**config.mk**
```make
export PLATFORM = sky130hd
export DESIGN_NAME = dco_freq_ctrl
export DESIGN_NICKNAME = d
export VERILOG_FILES = /design/src/rtl/dco_freq_ctrl.sv
export SDC_FILE = /design/constraint.sdc
export NUM_CORES = 1
export LEC_CHECK = 0
export ABC_CLOCK_PERIOD_IN_PS = 10600
export BUFFER_PORTS_ARGS = -buffer_cell sky130_fd_sc_hd__clkbuf_2
export CAP_MARGIN = 20
export CORE_ASPECT_RATIO = 2
export CORE_MARGIN = 4
export CORE_UTILIZATION = 25
export DETAILED_ROUTE_END_ITERATION = 12
export PLACE_DENSITY = 0.51
export SLEW_MARGIN = 20
export SYNTH_ARGS = -nofsm -noshare
export SYNTH_HDL_FRONTEND = slang
export SYNTH_SLANG_ARGS = --single-unit
```
**constraint.sdc**
```tcl
create_clock -name CLK -period 10.6 [get_ports CLK]
set_input_delay 2.65 -clock CLK [delete_from_list [all_inputs] [get_ports CLK]]
set_output_delay 2.65 -clock CLK [all_outputs]
set_load 0.02 [all_outputs]
```
**src/rtl/dco_freq_ctrl.sv**
```systemverilog
`default_nettype none
// +--------------------------------------------------------------------------+
// | dco_freq_ctrl: two-phase SAR calibration of a DCO against a CLK window.  |
// | Optional DCO_FREQ_CTRL_TRACK_EN: fine-code tracking while locked.        |
// | Revision: 1.0                                                            |
// +--------------------------------------------------------------------------+
module dco_freq_ctrl #(
  parameter int SETTLE_CYC = 16,
  parameter int CNT_W      = 12
) (
  input  logic             CLK,
  input  logic             RST,
  input  logic             START,
  input  logic [CNT_W-1:0] TARGET,
  input  logic [9:0]       WINDOW,
  input  logic [3:0]       TOL,
  input  logic             DIV_CLK_IN,
  output logic [5:0]       DCO_SEL,
  output logic [6:0]       EN_CAP,
  output logic             CLK_RSTN,
  output logic             BUSY,
  output logic             LOCKED,
  output logic             FAIL,
  output logic [CNT_W-1:0] MEAS_CNT
);

  localparam int c_SETTLE_EFF = (SETTLE_CYC < 1) ? 1 : SETTLE_CYC;
  localparam int c_TMR_W      = (c_SETTLE_EFF > 1024) ? $clog2(c_SETTLE_EFF) : 10;
  localparam int c_XW         = CNT_W + 1;
  localparam logic [c_TMR_W-1:0] c_SETTLE_LAST = c_TMR_W'(c_SETTLE_EFF - 1);
  localparam logic [3:0]         c_FINAL_STEP  = 4'd12;
  localparam logic [5:0]         c_MID         = 6'b100000;

  typedef enum logic [2:0] {
    ST_IDLE    = 3'd0,
    ST_SETTLE  = 3'd1,
    ST_MEASURE = 3'd2,
    ST_DECIDE  = 3'd3,
    ST_LOCK    = 3'd4,
    ST_FAIL    = 3'd5
  } state_t;

  state_t             r_state, w_next;
  logic               r_sync1, r_sync2, r_hist;
  logic [CNT_W-1:0]   r_cnt, r_meas;
  logic [c_TMR_W-1:0] r_timer;
  logic [3:0]         r_step;
  logic [5:0]         r_sel, r_en;
  logic               r_clk_rstn, r_busy, r_locked, r_fail;

  logic               w_edge, w_settle_done, w_win_done, w_keep, w_in_tol, w_start_ok;
  logic [CNT_W-1:0]   w_cnt_inc, w_diff;
  logic [c_TMR_W-1:0] w_win_last;
  logic [2:0]         w_pos;
  logic [5:0]         w_mask, w_sel_upd, w_en_upd;

  assign w_edge        = r_sync2 & ~r_hist;
  assign w_cnt_inc     = (w_edge && (r_cnt != '1)) ? r_cnt + 1'b1 : r_cnt;
  assign w_win_last    = (WINDOW == 10'd0) ? '0 : c_TMR_W'(WINDOW - 10'd1);
  assign w_settle_done = (r_timer == c_SETTLE_LAST);
  assign w_win_done    = (r_timer == w_win_last);
  assign w_keep        = (r_meas >= TARGET);
  assign w_diff        = w_keep ? (r_meas - TARGET) : (TARGET - r_meas);
  assign w_in_tol      = (w_diff <= CNT_W'(TOL));
  assign w_start_ok    = START && ((r_state == ST_IDLE) || (r_state == ST_LOCK) ||
                                   (r_state == ST_FAIL));

  // Steps 0-5 walk DCO_SEL bits 5..0, steps 6-11 walk the fine code bits 5..0.
  assign w_pos     = (r_step < 4'd6) ? r_step[2:0] : 3'(r_step - 4'd6);
  assign w_mask    = c_MID >> w_pos;
  assign w_sel_upd = (w_keep ? r_sel : (r_sel & ~w_mask)) | (w_mask >> 1);
  assign w_en_upd  = (w_keep ? r_en  : (r_en  & ~w_mask)) | (w_mask >> 1);

`ifdef DCO_FREQ_CTRL_TRACK_EN
  logic [c_XW-1:0] w_cnt_x, w_tgt_x, w_tol_x;
  logic            w_hi, w_lo, w_track_oob;
  assign w_cnt_x     = {1'b0, w_cnt_inc};
  assign w_tgt_x     = {1'b0, TARGET};
  assign w_tol_x     = c_XW'(TOL);
  assign w_hi        = w_cnt_x > (w_tgt_x + w_tol_x);
  assign w_lo        = (w_cnt_x + w_tol_x) < w_tgt_x;
  assign w_track_oob = (w_hi && (r_en == 6'h3F)) || (w_lo && (r_en == 6'h00));
`endif

  always_ff @(posedge CLK or posedge RST) begin
    if (RST) r_state <= ST_IDLE;
    else     r_state <= w_next;
  end

  always_comb begin
    w_next = r_state;
    case (r_state)
      ST_IDLE, ST_FAIL: if (START) w_next = ST_SETTLE;
      ST_SETTLE:        if (w_settle_done) w_next = ST_MEASURE;
      ST_MEASURE:       if (w_win_done) w_next = ST_DECIDE;
      ST_DECIDE: begin
        if (r_step != c_FINAL_STEP) w_next = ST_SETTLE;
        else if (w_in_tol)          w_next = ST_LOCK;
        else                        w_next = ST_FAIL;
      end
      ST_LOCK: begin
        if (START) w_next = ST_SETTLE;
`ifdef DCO_FREQ_CTRL_TRACK_EN
        else if (w_win_done && w_track_oob) w_next = ST_FAIL;
`endif
      end
      default: w_next = ST_IDLE;
    endcase
  end

  always_ff @(posedge CLK or posedge RST) begin
    if (RST) begin
      r_sync1    <= 1'b0;
      r_sync2    <= 1'b0;
      r_hist     <= 1'b0;
      r_cnt      <= '0;
      r_meas     <= '0;
      r_timer    <= '0;
      r_step     <= '0;
      r_sel      <= '0;
      r_en       <= '0;
      r_clk_rstn <= 1'b0;
      r_busy     <= 1'b0;
      r_locked   <= 1'b0;
      r_fail     <= 1'b0;
    end else begin
      r_sync1 <= DIV_CLK_IN;
      r_sync2 <= r_sync1;
      r_hist  <= r_sync2;
      if (w_start_ok) begin
        r_timer    <= '0;
        r_cnt      <= '0;
        r_step     <= '0;
        r_sel      <= c_MID;
        r_en       <= c_MID;
        r_clk_rstn <= 1'b1;
        r_busy     <= 1'b1;
        r_locked   <= 1'b0;
        r_fail     <= 1'b0;
      end else begin
        case (r_state)
          ST_SETTLE: begin
            if (w_settle_done) begin
              r_timer <= '0;
              r_cnt   <= '0;
            end else begin
              r_timer <= r_timer + 1'b1;
            end
          end
          ST_MEASURE: begin
            r_cnt <= w_cnt_inc;
            if (w_win_done) begin
              r_timer <= '0;
              r_meas  <= w_cnt_inc;
            end else begin
              r_timer <= r_timer + 1'b1;
            end
          end
          ST_DECIDE: begin
            r_cnt  <= '0;
            r_step <= r_step + 4'd1;
            if (r_step < 4'd6) begin
              r_sel <= w_sel_upd;
            end else if (r_step < c_FINAL_STEP) begin
              r_en <= w_en_upd;
            end else begin
              r_busy   <= 1'b0;
              r_locked <= w_in_tol;
              r_fail   <= ~w_in_tol;
            end
          end
`ifdef DCO_FREQ_CTRL_TRACK_EN
          // Back-to-back windows; the fine code nudges one LSB per window.
          ST_LOCK: begin
            if (w_win_done) begin
              r_timer <= '0;
              r_cnt   <= '0;
              r_meas  <= w_cnt_inc;
              if (w_track_oob) begin
                r_locked <= 1'b0;
                r_fail   <= 1'b1;
              end else if (w_hi) begin
                r_en <= r_en + 6'd1;
              end else if (w_lo) begin
                r_en <= r_en - 6'd1;
              end
            end else begin
              r_timer <= r_timer + 1'b1;
              r_cnt   <= w_cnt_inc;
            end
          end
`endif
          default: ;
        endcase
      end
    end
  end

  assign DCO_SEL  = r_sel;
  assign EN_CAP   = {r_en, 1'b0};
  assign CLK_RSTN = r_clk_rstn;
  assign BUSY     = r_busy;
  assign LOCKED   = r_locked;
  assign FAIL     = r_fail;
  assign MEAS_CNT = r_meas;

endmodule
`default_nettype wire
```
After elaboration in Yosys (flattened, before gate mapping)
Index checks and enable logic that the tools add are counted.
{"block": "word_totals", "in_bits": 30, "output_inout_bits": 29, "reg_bits": 60, "elab_cells": 108}
{"block": "classes", "n_bitwise": 9, "order_cmp": 4, "add_sub_neg": 7, "mux": 40, "n_reduce_logical": 18, "n_shift": 1, "n_eq_ne": 15}
{"operator": "2-to-1 mux 6 bit", "n": 9}
{"operator": "2-to-1 mux 12 bit", "n": 4}
{"operator": "2-to-1 mux 10 bit", "n": 4}
{"operator": "case mux 12 bit (3 select lines)", "n": 1}
{"operator": "subtractor 12 bit", "n": 2}
{"operator": "case mux 10 bit (2 select lines)", "n": 1}
{"operator": "2-to-1 mux 3 bit", "n": 5}
{"operator": "2-to-1 mux 1 bit", "n": 13}
{"operator": "adder 12 x 1 -> 12 bit (second input constant)", "n": 1}
{"operator": "AND 6 bit", "n": 2}
{"operator": ">= comparator 12 bit", "n": 1}
{"operator": "less-or-equal comparator 12 x 4 -> 1 bit", "n": 1}
{"operator": "!= test 12 bit (second input constant)", "n": 1}
{"operator": "OR 6 x 5 -> 6 bit", "n": 2}
{"operator": "case mux 3 bit (4 select lines)", "n": 1}
{"operator": "AND reduction 3 bit", "n": 4}
{"operator": "adder 10 x 1 -> 10 bit (second input constant)", "n": 1}
{"operator": "equality test 10 bit", "n": 1}
{"operator": "equality test 10 x 4 -> 1 bit (second input constant)", "n": 1}
{"operator": "logical NOT 10 bit", "n": 1}
{"operator": "subtractor 10 x 1 -> 10 bit (second input constant)", "n": 1}
{"operator": "2-to-1 mux 4 bit", "n": 2}
{"operator": "!= test 2 bit (second input constant)", "n": 4}
{"operator": "equality test 3 x 2 -> 1 bit (second input constant)", "n": 2}
{"operator": "21 further kinds", "n": 29}

Logic depth before layout (Yosys ltp)
{"block": "logic_depth", "depth_word": 11, "depth_mapped": 19, "mapped_depth_nobuf": 19}

Worst setup path before layout
OpenSTA, ideal clock, no wires.
{"block": "synth_path", "path_type": "in2reg", "start": "input TARGET[0]", "end": "register r_locked, in the netlist LOCKED", "stages": 17, "n_path_buf": 0, "setup_slack_ns": 4.787, "t_arrival_ns": 5.718, "required_time_ns": 10.504, "setup_ns": 0.096, "path_cell_list": "ha_1 -> inv_1 -> fa_1 -> a21oi_1 -> o21ba_2 -> a21oi_2 -> nor2_2 -> mux2i_1 -> xnor2_1 -> ha_1 -> o21ai_0 -> nand2b_1 -> a21oi_1 -> o32a_1 -> nand4_1 -> or4_1 -> o31ai_1"}
{"block": "synth_via", "elab_chain_len": 7, "word_cells_on_any_way": 9, "cone_classes": "add/sub: 2; order compare: 2; mux: 5"}
{"element": "start, declared", "line_no": "14", "rtl": "input logic [CNT_W-1:0] TARGET,"}
{"element": "subtractor 12 bit / >= comparator 12 bit (equally long branches)", "line_no": "63, 62"}
{"element": "2-to-1 mux 12 bit (*)", "line_no": "63", "rtl": "assign w_diff = w_keep ? (r_meas - TARGET) : (TARGET - r_meas);"}
{"element": "less-or-equal comparator 12 x 4 -> 1 bit (*)", "line_no": "64", "rtl": "assign w_in_tol = (w_diff <= CNT_W'(TOL));"}
{"element": "2-to-1 mux 1 bit (*)", "line_no": "164", "rtl": "end else if (r_step < c_FINAL_STEP) begin"}
{"element": "2-to-1 mux 1 bit (*)", "line_no": "162", "rtl": "if (r_step < 4'd6) begin"}
{"element": "2-to-1 mux 1 bit (*)", "line_no": "141", "rtl": "case (r_state)"}
{"element": "2-to-1 mux 1 bit (*)", "line_no": "130", "rtl": "if (w_start_ok) begin"}
{"element": "end signal, assigned", "line_no": "168", "rtl": "r_locked <= w_in_tol;"}
{"element": "end, declared", "line_no": "49", "rtl": "logic r_clk_rstn, r_busy, r_locked, r_fail;"}
Every way passes the cells marked *; elsewhere a longest branch is shown, timed or not. The select of a mux whose other input is x is not followed.
A chain may end at the register's enable or synchronous reset.

Worst setup path after layout
{"block": "layout_path", "start": "input TARGET[10]", "end": "register r_locked, in the netlist LOCKED"}
The elaborated chain is that of the path after synthesis.

==> results.sh <==
export IMPL_antenna_found_initial=0
export IMPL_cts_sink_count=60
export IMPL_p_leak_uw=0.00252
export IMPL_ctsHoldBuffers=0
export IMPL_die_x_um=107
export IMPL_yosys_warnings=0
export IMPL_overflow=0
export IMPL_powerDensity_nw_per_um2=181
export IMPL_numPortBuffers=57
export IMPL_dr_max_layer_used="met4"
export IMPL_period_share_pct=58.5
export IMPL_root_buffer="clkbuf_16"
export IMPL_cts_made_buffers=9
export IMPL_n_fill_cell=2147
export IMPL_worstSetupPathType="input port to flip-flop"
export IMPL_vias_per_cell=4.93
export IMPL_wl_per_cell_um=15.2
export IMPL_wl_met1_um=5030
export IMPL_wl_met2_um=7890
export IMPL_area_delta_synth_final_pct=16.5
export IMPL_crit_required_ns=10.84
export IMPL_maxSlewViolCount=0
export IMPL_status="finished, final reports clean"
export IMPL_p_total_uw=1030
export IMPL_syn_num_nets=669
export IMPL_synth_edff_count=0
export IMPL_setup_viol_count_final=0
export IMPL_die_area_sq_um=21900
export IMPL_end_kind="flip-flop"
export IMPL_ys_seq_area_share_pct=30.8
export IMPL_cts_tree="done"
export IMPL_max_freq_mhz=161
export IMPL_hp_class="flip-flop to flip-flop"
export IMPL_insertion_delay_ns=0.33
export IMPL_h_tree_depth=3
export IMPL_rsz0062_at_grt="false"
export IMPL_vias=4481
export IMPL_yosysUniqueCellTypes=67
export IMPL_final_antenna_net_count=0
export IMPL_cts_clk_slew_worst_paths_ns=0.05
export IMPL_antenna_cells=0
export IMPL_max_stage_delay_ns=0.51
export IMPL_final_nets=711
export IMPL_firstDrtPassIters=4
export IMPL_cts_resized=0
export IMPL_crit_start="TARGET[10]"
export IMPL_hold_start="r_sync1"
export IMPL_start_util_pct=25.3
export IMPL_hpwl_um=11100
export IMPL_die_h_um=205
export IMPL_worst_pin_slew_ns=0.825
export IMPL_synth_cells=604
export IMPL_syn_area_sq_um=4870
export IMPL_crit_top_cell="nand2_1"
export IMPL_syn_avg_cell_area_sq_um=8.06
export IMPL_grt_usage_pct=13.1
export IMPL_drt_wl_total_um=13900
export IMPL_vdd_ir_drop_max_uv=73.3
export IMPL_rr_startpoint="MEAS_CNT[10]"
export IMPL_wl_met3_um=311
export IMPL_rows=72
export IMPL_crit_chain="clkbuf_2, inv_1, ha_1, a21oi_1, o211ai_1, o21ai_1, nand2_1, nand2_1, nand2_1, ha_1, nor2b_1, o21ai_0, nand2b_1, a21oi_1, o32a_1, nand4_1, or4_1, o31ai_1"
export IMPL_io_pins=59
export IMPL_grt_pass1_vias=4658
export IMPL_finalHoldViolCount=0
export IMPL_cts_setup_buffers=0
export IMPL_arrival_ns=6.44
export IMPL_layout_drive_gt1_share_pct=14.2
export IMPL_core_area_sq_um=19300
export IMPL_drt_iter0_drc=121
export IMPL_ys_ff_latch=60
export IMPL_max_slew_margin_pct=44.8
export IMPL_cp_max_fo=7
export IMPL_timing_setup_tns_ns=0
export IMPL_critPathLaunchType="input port"
export IMPL_final_setup_skew_ns=0.00588
export IMPL_async_flop_share_pct=100
export IMPL_cp_slowest_cell="or4_1"
export IMPL_gp_congestion=0.844
export IMPL_clockBufferDepth=2
export IMPL_grt_max_degree=61
export IMPL_grt_first_pass_wirelength_um=22900
export IMPL_cap_violations=0
export IMPL_synthFlopType="dfrtp_1"
export IMPL_drcViolationCount=0
export IMPL_fin_crit_ns=6.20
## stage by stage
step                hold WS (ns)  worst slack, ns  util, %  cells  instance area [sq um]
floorplan                  0.331             4.79        -    604                   4870
global placement           0.342             4.07     27.9    894                   5370
detailed placement         0.336             4.04     27.9    894                   5370
CTS                        0.347             4.40     29.4    909                   5680
global route               0.352             4.08     29.4    909                   5680
finish                     0.344             4.40     29.4    909                   5680
## kinds of logic after synthesis
family	Yosys count	synth area share (%)
AOI/OAI and AO/OA	161	21.5
xor gates and xnor gates	27	4.85
adders and majority gates	35	9.30
buffers and inverters	70	6.01
DFF	60	30.8
muxes	11	2.36
other	1	0.0770
and+or+nand+nor	239	25.1
## flip-flops by register name, indices dropped and copies added (netlist names), 3 cells and up
name and count:
r_en 6, MEAS_CNT 12, DCO_SEL 6, r_step 4
r_cnt 12, r_timer 10, r_state 3
## area by class of cell
type | instances | area [sq um] | share of cell area [%]
sequential | 60 | 1500 | 26.4
clock buffer | 10 | 229 | 4.03
multi-input combinational | 474 | 3080 | 54.3
tap | 259 | 324 | 5.71
clock inverter | 5 | 77.6 | 1.37
timing repair buffer | 60 | 308 | 5.42
inverter | 41 | 154 | 2.71
## synth_stat cells (5+ instances only)
library cell	instances	share of area (%)
or4_1	5	0.77
or2_2	6	0.77
nor4_1	8	1.0
nor3_1	18	1.8
o31ai_1	6	0.92
xor2_1	12	2.2
a21oi_1	42	4.3
a22o_1	8	1.4
nand2b_1	10	1.3
buf_2	5	0.51
a211oi_1	8	1.2
nor2_1	54	4.2
and2_1	11	1.4
a21o_1	9	1.4
nand4_1	6	0.77
dfrtp_1	60	31
o211ai_1	7	1.1
ha_1	33	8.5
nand3_1	22	2.3
and3_1	7	0.90
mux2i_1	7	1.4
nand2_1	63	4.9
nor3b_1	5	0.77
o21ai_0	41	4.2
xnor2_1	15	2.7
inv_1	41	3.2
clkbuf_1	18	1.4
## power breakdown
part / internal, uW / total [uW] / switching [uW]
sequential: 269 / 328 / 59.2
combinational: 143 / 390 / 248
clock: 203 / 307 / 104
## critical path: cells and delay by family
kind / cells / cell delay, ns
AND/OR/NAND/NOR: 7 / 1.39
buffers and inverters: 2 / 0.13
adder cells (fa/ha/maj): 2 / 0.64
AO/OA/AOI/OAI: 7 / 1.63
## worst paths after layout
path | end | depth (start not counted) | slack (ns)
worst max-delay path | LOCKED | 18 | 4.40
worst min-delay path | r_sync2 | 0 | 0.34
worst max register to register | LOCKED | 16 | 6.42
worst min register to register | r_sync2 | 0 | 0.34
max in group asynchronous | MEAS_CNT[2] | 3 | 7.54
min in group asynchronous | r_timer[2] | 3 | 2.53
## cell usage in the layout (no fill, tap or decap), types with 15 or more instances in the layout
cell type and count:
o21ai_0 41, dfrtp_1 60, clkbuf_2 57, nor3_1 18
xnor2_1 15, inv_1 40, nand2_1 63, ha_1 33
a21oi_1 42, nor2_1 54, nand3_1 22
## layer usage
layer	up-vias	global-route usage (%)
li1	2244	-
met1	2101	12.7
met2	98	25.7
met3	38	1.70
met4	0	7.91
met5	-	0
(Power assumes the default switching activity.)
